## src/rtl/pool2x2_window_gen.sv

```systemverilog
// pool2x2_window_gen: buffers one image row and emits each
// non-overlapping 2x2 window of a raster pixel stream.
//
// Ports:
//   clk, rst     : clock, synchronous active-high reset
//   valid_in     : input_data valid this cycle
//   in_ready     : block can accept a pixel this cycle
//   input_data   : pixel in raster order
//   valid_out    : window_data holds a complete window
//   out_ready    : downstream accepts the window
//   window_data  : {BR, BL, TR, TL}, TL in the low DATA_W bits
//   out_last     : last window of the frame
module pool2x2_window_gen #(
    parameter int DATA_W = 32,
    parameter int IMG_W  = 16,
    parameter int IMG_H  = 16
) (
    input  logic                clk,
    input  logic                rst,
    input  logic                valid_in,
    output logic                in_ready,
    input  logic [DATA_W-1:0]   input_data,
    output logic                valid_out,
    input  logic                out_ready,
    output logic [4*DATA_W-1:0] window_data,
    output logic                out_last
);

    localparam int CW = (IMG_W > 1) ? $clog2(IMG_W) : 1;
    localparam int RW = (IMG_H > 1) ? $clog2(IMG_H) : 1;
    localparam logic [CW-1:0] COL_MAX = CW'(IMG_W - 1);
    localparam logic [RW-1:0] ROW_MAX = RW'(IMG_H - 1);

    logic [DATA_W-1:0]   r_line_buf [IMG_W];
    logic [DATA_W-1:0]   r_bl;
    logic [CW-1:0]       r_col;
    logic [RW-1:0]       r_row;
    logic                r_valid;
    logic                r_last;
    logic [4*DATA_W-1:0] r_window;

    logic          w_accept;
    logic          w_odd_row;
    logic          w_odd_col;
    logic          w_col_end;
    logic          w_row_end;
    logic          w_win;
    logic [CW-1:0] w_col_prev;

    // Any unconsumed window stalls the input, even for pixels that
    // would not complete a window; keeps the handshake trivial.
    assign in_ready   = !(r_valid && !out_ready);
    assign w_accept   = valid_in && in_ready;
    assign w_odd_row  = r_row[0];
    assign w_odd_col  = r_col[0];
    assign w_col_end  = (r_col == COL_MAX);
    assign w_row_end  = (r_row == ROW_MAX);
    assign w_col_prev = r_col - CW'(1);
    assign w_win      = w_accept && w_odd_row && w_odd_col;

    assign valid_out   = r_valid;
    assign window_data = r_window;
    assign out_last    = r_last;

    // Row buffer is never cleared: every entry is rewritten on an
    // even row before the following odd row reads it.
    always_ff @(posedge clk) begin
        if (w_accept && !w_odd_row) begin
            r_line_buf[r_col] <= input_data;
        end
    end

    always_ff @(posedge clk) begin
        if (rst) begin
            r_col    <= '0;
            r_row    <= '0;
            r_bl     <= '0;
            r_valid  <= 1'b0;
            r_last   <= 1'b0;
            r_window <= '0;
        end else begin
            if (w_accept) begin
                if (w_col_end) begin
                    r_col <= '0;
                    r_row <= w_row_end ? '0 : r_row + RW'(1);
                end else begin
                    r_col <= r_col + CW'(1);
                end
                if (w_odd_row && !w_odd_col) begin
                    r_bl <= input_data;
                end
            end
            // A load implies in_ready, so the old window is either
            // absent or being consumed this same cycle.
            if (w_win) begin
                r_window <= {input_data, r_bl,
                             r_line_buf[r_col],
                             r_line_buf[w_col_prev]};
                r_valid  <= 1'b1;
                r_last   <= w_row_end && w_col_end;
            end else if (out_ready) begin
                r_valid  <= 1'b0;
            end
        end
    end

endmodule

```

## config.mk

```make
export PLATFORM = sky130hd
export DESIGN_NAME = pool2x2_window_gen
export DESIGN_NICKNAME = d
export VERILOG_FILES = /design/src/rtl/pool2x2_window_gen.sv
export SDC_FILE = /design/constraint.sdc
export NUM_CORES = 1
export LEC_CHECK = 0
export CAP_MARGIN = 20
export CORE_MARGIN = 4
export CORE_UTILIZATION = 45
export CTS_CLUSTER_DIAMETER = 30
export CTS_CLUSTER_SIZE = 8
export DETAILED_ROUTE_END_ITERATION = 10
export GPL_ROUTABILITY_DRIVEN = 0
export GPL_TIMING_DRIVEN = 0
export HOLD_SLACK_MARGIN = 0.03
export PLACE_DENSITY = 0.66
export SLEW_MARGIN = 20
export SYNTH_ARGS = -nofsm -noshare
export SYNTH_HDL_FRONTEND = slang
export SYNTH_SLANG_ARGS = --single-unit
```

## constraint.sdc

```tcl
create_clock -name clk -period 6.44 [get_ports clk]
set_clock_uncertainty 0.1 [all_clocks]
set_input_delay 0.644 -clock clk [delete_from_list [all_inputs] [get_ports clk]]
set_output_delay 0.644 -clock clk [all_outputs]
set_load 0.005 [all_outputs]
```

* After elaboration in Yosys (flattened, before gate mapping)
Memories as Yosys holds them, arrays and structs flattened. A register that Yosys moved wholly into a read port is not among the register bits.
Cells that the tools add are included.
** Operators by class
- Add/sub/neg operators :: 3
- $mul :: 0
- Div/mod/pow operators :: 0
- $lt $le $gt $ge :: 0
- Eq/ne operators :: 2
- Shift-type cells :: 0
- Multiplexer cells :: 6
- Bitwise operators :: 0
- Reduce and logical (&&, ||, !) cells :: 14
** Operators with widths (number)
- 4-bit by 1-bit adder with 4-bit output (second input constant) :: 2
- 4-bit == test (second input constant) :: 2
- 4-bit 2-to-1 mux :: 2
- 1-bit logical AND :: 7
- 1-bit zero test :: 4
- 1-bit 2-to-1 mux :: 4
- 2-bit AND reduction :: 2
- 4-bit by 1-bit subtractor with 4-bit output (second input constant) :: 1
- 2-bit nonzero test :: 1
** Storage, ports and cells
- Register bits after elaboration :: 170
- Latch bits :: 0
- Bits in writable memories :: 512
- ROM bits :: 0
- Word-level logic and storage cells :: 32
- Memories kept :: 1
** Memory list
- r_line_buf :: depth 16, width 32, rd ports 2, clocked after memory_dff 2, write ports 1, line 34 : logic [DATA_W-1:0] r_line_buf [IMG_W];

* Depth between registers and ports, before layout
Gate-level depths: netlist of the first run.
- Depth after elaboration :: 7
- Depth in mapped cells :: 12
- Mapped depth without buffers :: 6

* Least setup slack after synthesis of the first run
OpenSTA, ideal clock, no wires.
- Kind :: input to register
- Start point :: in out_ready
- End point :: mem r_line_buf[15][0] (enable)
- Arrival time :: 2.599 ns
- Path slack :: 3.320 ns
- Stages on the path :: 4
- Path buffers :: 0
- Path through :: and2b_1 > clkinv_1 > nand3_1 > nor2_1
** Between the ends
- Longest elaborated chain between the ends :: 7
** Ends and longest elaborated chain
- start: declaration :: line 24 : input logic out_ready,
- 1-bit zero test :: line 52 : assign in_ready = !(r_valid && !out_ready);
- 1-bit logical AND :: line 52
- 1-bit zero test :: line 52
- net in_ready :: line 21 : output logic in_ready,
- 1-bit logical AND :: line 53 : assign w_accept = valid_in && in_ready;
- 1-bit logical AND :: line 68 : if (w_accept && !w_odd_row) begin
- 1-bit 2-to-1 mux :: line 68
- 1-bit 2-to-1 mux (not written as such) :: line 69 : r_line_buf[r_col] <= input_data;
- end: declaration :: line 34
The timed path passes the listed nets, and every way through them passes these cells.

* Worst setup path in the final report of the first run
- Start point :: reg r_col[1]
- End point :: reg r_window[23], in the netlist window_data[23], read port of r_line_buf
** Between the ends
- Longest elaborated chain between the ends :: 1
** Ends and longest elaborated chain
- start: declaration :: line 36 : logic [CW-1:0] r_col;
- start signal: assignment :: line 87 : r_col <= r_col + CW'(1);
- 4-bit by 1-bit subtractor with 4-bit output :: line 58 : assign w_col_prev = r_col - CW'(1);
- end: declaration :: line 40 : logic [4*DATA_W-1:0] r_window;
No other way between the ends.
A chain may end at the register's enable or synchronous reset.

==> results of run 1 <==
==> worst paths after layout <==
kind / from / endpoint / depth (start not counted)
max: r_col[1] / window_data[23] / 10
min: valid_in / r_col[1] / 3
max reg2reg: r_col[1] / window_data[23] / 10
min reg2reg: r_bl[19] / window_data[83] / 2
==> through the flow <==
step | utilization [%] | hold slack, ns
final | 58.6 | 0.245
after global routing | 58.6 | 0.228
after CTS | 58.6 | 0.204
after detailed placement | 51.1 | 0.346
after global placement | 50.4 | 0.342
after floorplan | - | 0.332
==> cell usage in the layout (no fill, tap or decap), drive strengths merged, types with 9 or more instances in the layout <==
cell type	instances
nor3	9
o21a	26
a21oi	106
and2	17
bufinv	10
nand2	201
inv	9
a211oi	32
buf	87
nor2	42
dfxtp	170
nand3	15
mux2	93
clkinv	34
mux2i	61
and3	30
edfxtp	512
a221o	26
o221ai	26
clkbuf	232
mux4	71
clkdlybuf4s50	164
a222oi	31
==> area by class of cell <==
class / instances / area (sq um)
inverters: 6 / 22.5
flip-flops and latches: 682 / 18800
fillers: 4246 / 23500
repair buffers: 180 / 1980
multi-input cells: 825 / 6730
plain buffers: 119 / 566
clock buffers: 184 / 3650
clock inverters: 53 / 619
well taps: 756 / 946
==> logic make-up (layout without fill, tap and decap cells) <==
| logic type | count (synthesis) | count (layout) | synth area share (%) |
|---|---|---|---|
| compound gates | 262 | 262 | 7.22 |
| xor+xnor | 3 | 3 | 0.130 |
| fa+ha+maj | 6 | 6 | 0.288 |
| buf+inv | 125 | 542 | 2.26 |
| flops | 682 | 682 | 72.0 |
| mux | 225 | 225 | 12.5 |
| simple gates | 329 | 329 | 5.58 |
==> state kept, by name, indices dropped and copies added, names as in the netlist <==
name,flops
out_last,1
r_bl,32
r_row,4
r_col,4
window_data,128
valid_out,1
r_line_buf,512
==> layer usage <==
metal	up-vias	share of wire [%]	GRT usage, %
met5	-	0	0
met4	0	2.5	7.42
met2	748	48	37.0
met3	122	8.7	6.73
met1	8105	40	29.4
li1	7042	-	-
==> critical path, cell delays in order, from the launching register on <==
cell,delay (ns)
dfxtp_1,0.39
buf_4,0.23
buf_4,0.27
buf_4,0.27
inv_1,0.14
ha_1,0.31
buf_2,0.32
buf_1,0.65
mux4_2,0.44
and3_1,0.22
a221o_1,0.26
==> power by group through the flow <==
stage	registers, uW	logic (uW)	clock network, uW
finish	4780	470	6500
global route	4780	497	6830
detailed placement	4860	469	0
CTS	4780	471	6560
floorplan	4850	267	0
global placement	4860	455	0
==> impl_metrics.csv, run 1 <==
group,metric,value,unit
outcome,status,"finished clean",
finish,layout-drive-gt1-share,21.9,%
finish,finalNonFillerCells,2805,
yosys,synth.most_common_cell,"edfxtp_1",
global_routing,grt_usage,22.7,%
drt,routed_wl,71.0,mm
yosys,synth-seq-cells,682,
critical_path,worstPathRequired,6.91,ns
finish,num_antenna_cells,0,
sta,period_needed,3.71,ns
yosys,synth_top_area_cell,"edfxtp_1",
yosys,synthCells,1632,
place,place.port_buffers,164,
die,boundaryPins,167,
drt,antenna_left,0,
yosys,synth_common_cells,"edfxtp_1 (512), nand2_1 (201), dfxtp_1 (170)",
die,dieWidth,249,um
place,placed_area,29000,sq um
global_routing,grt_pass1_wl,106,mm
global_routing,antenna_found_initial,0,
die,die_h,249,um
sta,fin_ws,2.73,ns
clock_tree,cts_htree_levels,4,
critical_path,worstPathArrival,4.19,ns
global_routing,grt_max_degree,24,
global_routing,gr-total-overflow,0,
sta,tightest_slew,0.910,ns
clock_tree,clock_latency,0.70,ns
clock_tree,cts_resized,0,
clock_tree,post-cts-setup-buffers,0,
clock_tree,path_clk_slew,0.05,ns
finish,layout.nets,1986,
yosys,ys_types,48,
pwr,internal_power,9290,uW
critical_path,startpoint_type,"flip-flop",
drt,num_vias,16017,
die,fp.dieArea,61800,sq um
finish,fin_area,33300,sq um
sta,rsz0062_at_grt,"no",
yosys,syn_nets,1674,
drt,routedWlPerCell,25.3,um
worst_hold_path,worstHoldPathType,"in -> reg",
yosys,yosys-top-cells-area,"edfxtp_1 (59%), dfxtp_1 (13%), mux4_2 (6.1%), mux2_2 (4.0%), nand2_1 (2.9%)",
finish,syn_to_final_growth,27.7,%
pwr,combinationalPowerShare,4.0,%
sta,maxSlewViolCount,0,
place,place_inst,2568,
sta,tns,0,ns
global_routing,grt_pass1_vias,16735,
drt,route.detailed.drc,0,
pwr,ir_drop,0.000229,V
yosys,async_flop_share,0,%
sta,finalCritPeriodShare,57.7,%
drt,drt_pass1_iterations,6,
sta,fmax,269,MHz
clock_tree,cts_tree,"built",
drt,routed_via_density,5.71,
yosys,ys.warnings.count,0,
yosys,synth_top_flop_cell,"edfxtp_1",
clock_tree,clock_sinks,682,
drt,drt_iter0_markers,1600,
pwr,power,11800,uW
pwr,sequentialPowerShare,40.7,%
critical_path,end_kind,"flip-flop",
pwr,p_sw,2470,uW
critical_path,cp_max_fo,10,
die,design.core.area,56800,sq um
clock_tree,cts_hold_buf,0,
clock_tree,cts-root-buf,"clkbuf_16",
yosys,synth-edff-count,512,
place,pre_cts_ws,2.74,ns
place,dp_hpwl,46.7,mm
yosys,avgSynthCellArea,16.0,sq um
pwr,power.leakage,0.0109,uW
critical_path,r2r_slack,2.73,ns
sta,setup_viol,0,
clock_tree,clockBufferDepth,3,
pwr,power-per-cell-area,353,nW/um^2
yosys,synthesis.area,26100,sq um
sta,slew_headroom,39.2,%
run,maxCapViolations,0,
die,rows,87,
die,initial_core_util,45.9,%
clock_tree,cts_buffers,130,
critical_path,critPathKind,"reg -> reg",
yosys,ys_seq_area_share,72.0,%
sta,hold_violations,0,
yosys,yosys.area.top_type_share,59.0,%
pwr,p_sw_share,21.0,%
pwr,clock_power_share,55.3,%
(Power assumes the default switching activity.)
==> run 2, diff against run 1 <==
- PLACE_DENSITY: 0.66 -> 0.69
- clock period: 6.44 -> 3.1 ns (I/O delays scaled with it)
==> run 2 against run 1 <==
Register-to-register slack worse by 2.7 ns. Die area unchanged. Via count grew 1.3%. Critical endpoint is now r_line_buf[8][17]. Count of clock-buffer cells in the layout decreased by 11. Largest power group unchanged.
==> impl_metrics.csv, run 2 (synthesis results as in run 1) <==
group,metric,value,unit
critical_path,cpMaxStageDelayCell,"nor4_1",
critical_path,critPathKind,"reg -> reg",
drt,routed_wl,71.1,mm
critical_path,path_buf_inv,3,
finish,fin_area,33400,sq um
critical_path,r2r_slack,0.06,ns
drt,drt_pass1_iterations,8,
global_routing,grt_max_degree,27,
critical_path,timing.rr.start,"r_col[3]",
sta,setup_viol,0,
outcome,status,"finished clean",
pwr,power.leakage,0.0110,uW
pwr,ir_drop,0.000485,V
drt,route.detailed.drc,0,
global_routing,grt_pass1_wl,105,mm
sta,tns,0,ns
die,design.core.area,56800,sq um
place,place_inst,2568,
sta,rsz0062_at_grt,"no",
global_routing,gr-total-overflow,0,
global_routing,antenna_found_initial,0,
clock_tree,cts_tree,"built",
die,boundaryPins,167,
sta,slew_headroom,37.9,%
place,placed_area,29000,sq um
clock_tree,clock_latency,0.70,ns
clock_tree,path_clk_slew,0.04,ns
sta,tightest_slew,0.928,ns
die,rows,87,
drt,drt_iter0_markers,1591,
finish,final_common_cell,"edfxtp_1",
global_routing,grt_pass1_vias,16625,
sta,finalCritPeriodShare,98.0,%
drt,routedWlPerCell,25.4,um
pwr,power,24400,uW
place,dp_hpwl,46.6,mm
critical_path,r2r_end,"r_line_buf[8][17]",
die,dieWidth,249,um
sta,hold_violations,0,
finish,regMostFlops,"r_line_buf",
finish,largest_reg_flops,512,
worst_hold_path,worstHoldPathType,"reg -> reg",
finish,finalNonFillerCells,2804,
sta,fmax,329,MHz
critical_path,end_kind,"flip-flop",
critical_path,cp_max_fo,19,
worst_hold_path,hold_start,"window_data[104]",
run,maxCapViolations,0,
finish,num_antenna_cells,0,
clock_tree,cts_buffers,130,
sta,period_needed,3.04,ns
worst_hold_path,min_path_cells,2,
clock_tree,post-cts-setup-buffers,0,
clock_tree,cts-root-buf,"clkbuf_16",
finish,syn_to_final_growth,28.1,%
finish,layout-drive-gt1-share,22.4,%
pwr,power-per-cell-area,732,nW/um^2
die,fp.dieArea,61800,sq um
critical_path,startpoint_type,"flip-flop",
critical_path,critPathMaxStageDelay,0.69,ns
critical_path,setup.worst_path.start,"r_col[3]",
critical_path,cp_cell_sequence,"inv_2, clkbuf_1, nor4_1, and2_2, buf_12",
die,initial_core_util,45.9,%
die,die_h,249,um
drt,antenna_left,0,
critical_path,cpLargestDelayFamily,"simple AND/OR/NAND/NOR gates",
drt,routed_via_density,5.79,
clock_tree,clock_sinks,682,
clock_tree,clockBufferDepth,3,
critical_path,ff2ff_path_depth,5,
drt,num_vias,16222,
finish,layout_common_cells,"edfxtp_1 (512), nand2_1 (200), dfxtp_1 (170)",
clock_tree,cts_htree_levels,4,
worst_hold_path,min_to,"window_data[104]",
critical_path,worstPathArrival,3.31,ns
critical_path,worstPathRequired,3.37,ns
sta,maxSlewViolCount,0,
finish,fin_util,58.8,%
global_routing,grt_usage,22.6,%
finish,layout.nets,1987,
place,place.port_buffers,164,
## run 2: how the worst max path moves through the flow
stage               slack [ns]  depth (start not counted)            endpoint
floorplan                 0.26                          4   r_line_buf[15][0]
global placement         -1.30                          5  r_line_buf[15][12]
detailed placement       -0.60                         10     window_data[23]
CTS                       0.11                          9      window_data[2]
global route             0.004                         10     window_data[22]
finish                    0.06                          5   r_line_buf[8][17]
## run 2: metal layers
layer / track usage [%] / wire length, um / up-vias
met5: 0 / 0 / -
met4: 8.49 / 2110 / 0
met3: 6.43 / 6480 / 155
met2: 36.3 / 34200 / 813
met1: 29.5 / 28200 / 8201
li1: - / - / 7053
## run 2: timing repair
item,4_1_cts,5_1_grt
resized for setup,27,4
hold buffers,2,0
endpoints found under the setup margin,33,33
endpoints found under the hold margin,8,0
## run 2: area by class of cell
cell class,instances,area [sq um]
Buffer,118,624
Clock buffer,173,3600
Clock inverter,62,667
Fill cell,4241,23400
Inverter,6,22.5
Multi-Input combinational cell,825,6740
Sequential cell,682,18800
Tap cell,756,946
Timing Repair Buffer,182,2000
## run 2: per-stage QoR
| stage | setup slack [ns] | hold slack [ns] |
|---|---|---|
| 6_report | 0.0620 | 0.351 |
| 5_1_grt | 0.00382 | 0.370 |
| 4_1_cts | 0.110 | 0.353 |
| 3_5_place_dp | -0.604 | 0.347 |
| 3_3_place_gp | -1.30 | 0.343 |
| 2_1_floorplan | 0.262 | 0.309 |
## run 2: power breakdown
part	switching (uW)	internal [uW]	total [uW]
combinational	622	387	1010
clock	4540	8960	13500
sequential	16.9	9910	9930
total	5180	19300	24400
## run 2: tightest hold or removal path, stage by stage, from the launching register on
cell and delay, ns:
dfxtp_1 0.30, nand2_1 0.05, a21oi_1 0.05
==> run 3, diff against run 2 <==
- CORE_UTILIZATION: 45 -> 30
- PLACE_DENSITY: 0.69 -> 0.51
==> run 3 against run 2 <==
Count of clock-buffer cells in the layout up 6. Final cell count up 15%. Worst setup slack worse by 0.040 ns. Total power up 5.5%. First-iteration DRC count down 14%. Critical path depth unchanged. Register-to-register slack worse by 0.04 ns. Non-clock buffer count unchanged. Cell area up 2.9%. Routed wire length up 11%. Utilization down 19 points. Combinational power about the same.
==> impl_metrics.csv, run 3 (synthesis results as in run 1) <==
group,metric,value,unit
outcome,status,"finished clean",
finish,syn_to_final_growth,31.8,%
global_routing,grt_max_degree,24,
drt,antenna_left,0,
clock_tree,clockBufferDepth,3,
finish,final_common_cell,"edfxtp_1",
drt,routedWlPerCell,24.6,um
critical_path,ff2ff_path_depth,5,
critical_path,critPathKind,"reg -> reg",
clock_tree,path_clk_slew,0.05,ns
finish,layout_common_cells,"edfxtp_1 (512), nand2_1 (200), dfxtp_1 (170)",
critical_path,timing.rr.start,"r_col[3]",
place,place.port_buffers,164,
place,dp_hpwl,53.6,mm
sta,finalCritPeriodShare,99.3,%
finish,layout.nets,1999,
worst_hold_path,min_to,"window_data[7]",
drt,routed_wl,79.2,mm
global_routing,grt_pass1_vias,16825,
worst_hold_path,min_path_cells,2,
clock_tree,clock_sinks,682,
critical_path,cp_max_fo,22,
clock_tree,clock_latency,0.71,ns
die,die_h,303,um
sta,maxSlewViolCount,0,
die,initial_core_util,30.4,%
critical_path,r2r_slack,0.02,ns
sta,hold_violations,0,
pwr,ir_drop,0.000406,V
sta,holdWs,0.170,ns
sta,fin_ws,0.0219,ns
worst_hold_path,hold_start,"rst",
pwr,p_sw_share,21.4,%
pwr,clock_power_share,57.5,%
drt,route.detailed.drc,0,
global_routing,grt_usage,17.2,%
pwr,power.leakage,0.0112,uW
pwr,p_sw,5510,uW
global_routing,grt_pass1_wl,114,mm
die,dieWidth,303,um
sta,setup_viol,0,
critical_path,r2r_end,"r_line_buf[10][31]",
sta,slew_headroom,34.3,%
finish,regMostFlops,"r_line_buf",
sta,tightest_slew,0.982,ns
finish,layout-drive-gt1-share,23.4,%
clock_tree,cts_tree,"built",
finish,nFillCells,7934,
place,pre_cts_ws,-0.648,ns
run,maxCapViolations,0,
die,fp.dieArea,91700,sq um
die,rows,107,
finish,num_antenna_cells,0,
pwr,sequentialPowerShare,38.5,%
global_routing,antenna_found_initial,5,
drt,drt_iter0_markers,1364,
critical_path,worstPathArrival,3.36,ns
global_routing,gr-total-overflow,0,
clock_tree,post-cts-setup-buffers,0,
die,boundaryPins,167,
drt,num_vias,16075,
sta,period_needed,3.08,ns
drt,routed_via_density,5.00,
clock_tree,cts_buffers,142,
pwr,power-per-cell-area,750,nW/um^2
clock_tree,cts_htree_levels,4,
critical_path,end_kind,"flip-flop",
finish,largest_reg_flops,512,
drt,drt_pass1_iterations,6,
pwr,combinationalPowerShare,4.0,%
die,design.core.area,85700,sq um
critical_path,startpoint_type,"flip-flop",
critical_path,worstPathRequired,3.38,ns
worst_hold_path,worstHoldPathType,"in -> reg",
sta,rsz0062_at_grt,"yes",
pwr,internal_power,20300,uW
sta,fmax,325,MHz
clock_tree,cts-root-buf,"clkbuf_16",
run 3: cell types whose count changed in the layout (fill, tap and decap cells not counted), sizes merged, moves of 2 or more:
cell	delta
bufinv	+5
clkinv	+9
clkinvlp	+2
inv	+4
clkbuf	+6
run 3: critical path: stages, from the launching register on:
cell	delay [ns]
dfxtp_1	0.57
inv_2	0.17
clkbuf_1	0.33
nor4_1	0.76
and2_2	0.55
buf_12	0.26
run 3: stage by stage:
stage | power (uW) | TNS (ns) | util (%) | instance area (sq um) | std cells
finish | 25800 | 0 | 40.1 | 34400 | 3218
global route | 26600 | -1.76 | 40.1 | 34400 | 3218
CTS | 26000 | 0 | 40.1 | 34400 | 3218
detailed placement | 11100 | -68.22 | 34.5 | 29500 | 2957
global placement | 11100 | -532.04 | 34.0 | 29100 | 2940
floorplan | 10600 | 0 | - | 26100 | 1632
run 3: routing by layer:
metal,track usage (%),up-vias,wire length (um)
met3,4.35,106,5280
met1,22.3,8288,34000
met2,28.2,597,38200
li1,-,7084,-
met5,0,-,0
met4,5.52,0,1700
run 3: worst max-delay path by stage:
stage / from / to / cells after the start
3_3_place_gp: out_ready / r_line_buf[15][13] / 5
3_5_place_dp: r_col[1] / window_data[10] / 10
6_report: r_col[3] / r_line_buf[10][31] / 5
5_1_grt: r_col[3] / r_line_buf[10][31] / 5
2_1_floorplan: r_col[0] / r_line_buf[15][0] / 4
4_1_cts: r_col[3] / r_line_buf[12][11] / 6
run 3: timing repair:
item,in CTS,in global routing
setup endpoints to repair,33,148
resized for setup,31,6
endpoints found under the hold margin,5,0
hold buffers,1,0
run 3: cell type report:
class	instances	area, sq um	area share, %
flip-flops and latches	682	18800	54.6
inverters	6	22.5	0.0655
clock buffers	179	3830	11.1
multi-input cells	825	6740	19.6
repair buffers	182	2010	5.86
well taps	1144	1430	4.16
clock inverters	82	911	2.65
plain buffers	118	644	1.87
run 3: power by group through the flow:
| stage | Clock (uW) | Sequential [uW] | Combinational, uW |
|---|---|---|---|
| after detailed placement | 0 | 10100 | 1020 |
| after global routing | 15500 | 9920 | 1100 |
| after CTS | 15000 | 9930 | 1050 |
| after floorplan | 0 | 10100 | 555 |
| after global placement | 0 | 10100 | 989 |
| final | 14800 | 9930 | 1030 |
